<file path="config.mk">
export PLATFORM = sky130hd
export DESIGN_NAME = shift_row_fwd
export DESIGN_NICKNAME = d
export VERILOG_FILES = /design/src/rtl/shift_row_fwd.sv
export SDC_FILE = /design/constraint.sdc
export NUM_CORES = 1
export LEC_CHECK = 0
export ABC_AREA = 1
export BUFFER_PORTS_ARGS = -buffer_cell sky130_fd_sc_hd__buf_2
export CAP_MARGIN = 40
export CORE_AREA = 8 8 108 134
export DETAILED_ROUTE_END_ITERATION = 8
export DIE_AREA = 0 0 116 142
export PLACE_DENSITY = 0.66
export SYNTH_ARGS = -nofsm -noshare
export SYNTH_HDL_FRONTEND = slang
export SYNTH_SLANG_ARGS = --single-unit
</file>
<file path="constraint.sdc">
create_clock -name sys_clk -period 2.97 [get_ports sys_clk]
set_input_delay 0.1485 -clock sys_clk [delete_from_list [all_inputs] [get_ports sys_clk]]
set_output_delay 0.1485 -clock sys_clk [all_outputs]
set_load 0.01 [all_outputs]
</file>
<file path="src/rtl/shift_row_fwd.sv">
// Forward AES ShiftRows: buffers a 16-byte column-major state, then streams it out row-rotated.
// First output is valid the cycle after the in_last transfer; out_ready=0 holds the output, and input stalls while draining.
module shift_row_fwd #(
  parameter int WIDTH = 8
) (
  input  logic             sys_clk,
  input  logic             sys_rst_n,
  input  logic [WIDTH-1:0] in_data,
  input  logic             in_valid,
  input  logic             in_last,
  output logic             in_ready,
  output logic [WIDTH-1:0] out_data,
  output logic             out_valid,
  output logic             out_last,
  input  logic             out_ready,
  output logic             err
);

  typedef enum logic {
    S_FILL  = 1'b0,
    S_DRAIN = 1'b1
  } state_t;

  state_t           r_state;
  state_t           w_state_nxt;
  logic [WIDTH-1:0] r_buf [16];
  logic [3:0]       r_cnt;
  logic [3:0]       w_cnt_nxt;
  logic [3:0]       r_k;
  logic [3:0]       w_k_nxt;
  logic             r_err;
  logic             w_err_nxt;
  logic             w_in_xfer;
  logic             w_out_xfer;
  logic             w_cnt_full;
  logic             w_frame_bad;
  logic             w_wr_en;
  logic [1:0]       w_row;
  logic [1:0]       w_src_col;
  logic [3:0]       w_src_idx;

  assign w_in_xfer   = in_valid & (r_state == S_FILL);
  assign w_out_xfer  = out_ready & (r_state == S_DRAIN);
  assign w_cnt_full  = (r_cnt == 4'd15);
  // in_last must coincide exactly with the 16th byte, otherwise the block is dropped
  assign w_frame_bad = in_last ^ w_cnt_full;
  assign w_wr_en     = w_in_xfer & ~w_frame_bad;

  // Row r is rotated left by r: source column wraps naturally in 2 bits
  assign w_row     = r_k[1:0];
  assign w_src_col = r_k[3:2] + w_row;
  assign w_src_idx = {w_src_col, w_row};

  always_comb begin
    w_state_nxt = r_state;
    w_cnt_nxt   = r_cnt;
    w_k_nxt     = r_k;
    w_err_nxt   = r_err;
    in_ready    = 1'b0;
    out_valid   = 1'b0;
    out_last    = 1'b0;
    out_data    = '0;
    case (r_state)
      S_FILL: begin
        in_ready = 1'b1;
        if (w_in_xfer) begin
          if (w_frame_bad) begin
            w_cnt_nxt = 4'd0;
            w_err_nxt = 1'b1;
          end else if (w_cnt_full) begin
            w_cnt_nxt   = 4'd0;
            w_state_nxt = S_DRAIN;
          end else begin
            w_cnt_nxt = r_cnt + 4'd1;
          end
        end
      end
      S_DRAIN: begin
        out_valid = 1'b1;
        out_data  = r_buf[w_src_idx];
        out_last  = (r_k == 4'd15);
        if (w_out_xfer) begin
          w_k_nxt = r_k + 4'd1;
          if (r_k == 4'd15) begin
            w_state_nxt = S_FILL;
          end
        end
      end
      default: begin
        w_state_nxt = S_FILL;
      end
    endcase
  end

  always_ff @(posedge sys_clk) begin
    if (!sys_rst_n) begin
      r_state <= S_FILL;
      r_cnt   <= 4'd0;
      r_k     <= 4'd0;
      r_err   <= 1'b0;
    end else begin
      r_state <= w_state_nxt;
      r_cnt   <= w_cnt_nxt;
      r_k     <= w_k_nxt;
      r_err   <= w_err_nxt;
    end
  end

  always_ff @(posedge sys_clk) begin
    if (w_wr_en) begin
      r_buf[r_cnt] <= in_data;
    end
  end

  assign err = r_err;

endmodule
</file>
==> reports/results.ini <==
[flow_run]
drv_cap = 0

[cts]
path_clk_slew_ns = 0.06
holdBufCountCts = 0
post_cts_buffers = 0
cts_resized = 0
root_buffer = clkbuf_16
cts_tree = yes
clock_sinks = 138
clock_path_buffers = 2
cts_buffers = 17
clock_latency_ns = 0.41
htreeDepth = 4

[layout]
drive_above_1_share = 0.129
insertedDiodeCount = 0
post-route-util = 0.559
syn_to_final_growth_pct = 15.0
final_nets = 627
instances_no_fill = 788

[yosys]
synth.most_common_cell = nand2_1
synth-main-ff-cell = edfxtp_1
synthTopCellsByArea = edfxtp_1 64%, nand2_1 12%, nand3_1 7.6%
post-synth-top-area-fraction = 0.636
synth_edf_count = 128
synthTopCellsByCount = 188 x nand2_1, 128 x edfxtp_1, 92 x nand3_1
syn_nets = 593
synth_area_leader_cell = edfxtp_1
async_flop_share = 0
ys_seq_elements = 138
ys_warn_count = 0
seq_area_frac_synth = 0.669
syn_avg_cell_area_um2 = 10.5
yosys.cell_types.count = 23
syn_area_mm2 = 0.00604
syn_inst = 573

[grt]
gr-total-overflow = 0
antenna_found_initial = 0
grt_pass1_wl_um = 22400
grt.total_usage = 0.187
grt_pass1_vias = 4230
grt_max_degree = 46

[timing]
rsz0062_at_grt = false
fin_skew_ns = 0.00652
setup_viol = 0
period_minus_slack_ns = 2.70
relSlewSlack = 0.549
tns_ns = 0
max_freq_ghz = 0.370
finalHoldViolCount = 0
post-route-period-util = 0.910
worstMarginPinSlew_ns = 0.673
drv_slew = 0

[route]
first_pass_iters = 4
viasPerCell = 5.22
wl_per_cell_um = 18.2
drt_wl_total_um = 14300
drt_iter0_markers = 346
antenna_left = 0
remaining_drc_errors = 0
routed-via-count = 4114

[placement]
place_congestion = 0.897
dp_hpwl_um = 9130
numPlacedInstances = 756
io_buffers = 24

[floorplanning]
io_pins = 25
core_mm2 = 0.0124
die-area_mm2 = 0.0165
start_util = 0.486
die_w_um = 116
std_cell_rows = 46
die_h_um = 142

[critical_path]
endpoint_kind = output pin
setup.worst_path.start_class = flip-flop
arrival_ns = 2.55
rrSetupSlack_ns = 0.55
path_class = flip-flop to output pin
critPathRequiredTime_ns = 2.82
crit_start = r_k[0]$_SDFFE_PN0P_
rr_startpoint = r_cnt[0]$_SDFFE_PN0P_
critPathMaxFanout = 45

[hold_path]
hold_path_class = input port to flip-flop
worstHoldStart = sys_rst_n

[pwr]
p_per_area_mw_per_mm2 = 643
ir_drop_uv = 412
leakage_nw = 2.78
total_power_w = 0.00447

[run_status]
status = completed

==> cell usage in the layout, fill, tap and decap left out, types with 2 or more instances in the layout <==
master and count:
nand2_1 188, edfxtp_1 128, nand3_1 92, inv_1 62
buf_2 24, clkbuf_16 17, a21oi_1 16, buf_4 16
nor3_1 14, nor2_1 10, dfxtp_1 9, ha_1 7
or2_0 5, bufinv_16 5, clkinv_2 5, or2_2 3
o21ai_0 3, inv_2 2, xor2_1 2, clkinvlp_4 2
==> worst max-delay path: stages (launching register included) <==
cell and delay, ns:
dfxtp_2 0.32, buf_4 0.26, inv_2 0.45, buf_12 0.25
nand2_1 0.08, nand3_1 0.08, nand2_1 0.09, nand2_1 0.07
nand3_1 0.10, a21oi_1 0.22, buf_2 0.17
==> flip-flops by register name, indices dropped and copies added, names as in the netlist <==
register	count
r_cnt	4
r_k	4
err	1
r_state	1
r_buf	128
==> layer usage <==
| layer | GRT usage | vias up | wire, um |
|---|---|---|---|
| met5 | 0 | - | 0 |
| li1 | - | 1978 | - |
| met2 | 0.300 | 125 | 7200 |
| met4 | 0.0862 | 0 | 432 |
| met1 | 0.231 | 1984 | 5990 |
| met3 | 0.0467 | 27 | 688 |
==> logic make-up after synthesis <==
logic type / after synthesis / share of synthesized area
xor gates and xnor gates: 2 / 0.00290
DFF: 138 / 0.669
and+or+nand+nor: 315 / 0.223
buffers and inverters: 91 / 0.0737
adders and majority gates: 7 / 0.0145
AOI/OAI and AO/OA: 20 / 0.0170
==> per-stage QoR <==
step	instance area, um^2	worst slack, ns	hold slack, ns
after floorplan	6040	0.665	0.247
after global placement	6320	0.724	0.433
after detailed placement	6320	0.608	0.436
after CTS	6950	0.286	0.00285
after global routing	6950	0.0712	0.00378
final	6950	0.268	0.0184
==> path summary, 6_finish.rpt <==
| check | to | cells past startpoint |
|---|---|---|
| min reg2reg | err$_SDFFE_PN0P_ | 1 |
| min | r_k[0]$_SDFFE_PN0P_ | 3 |
| max | out_data[6] | 10 |
| max reg2reg | r_buf[12][7]$_DFFE_PP_ | 9 |
==> final cells by class <==
cell class	instances	area [um^2]
clock buffer	18	429
clock inverter	14	203
fill	1089	5480
inverter	65	246
multi-input combinational	344	1560
sequential	138	4050
tap	168	210
timing repair buffer	41	260
==> report_power, final <==
| part | internal, W | total (W) | switching, W |
|---|---|---|---|
| combinational | 0.0000184 | 0.0000848 | 0.0000665 |
| sequential | 0.00213 | 0.00214 | 0.00000470 |
| clock | 0.00148 | 0.00224 | 0.000764 |
Power figures use the tool's default switching activity.
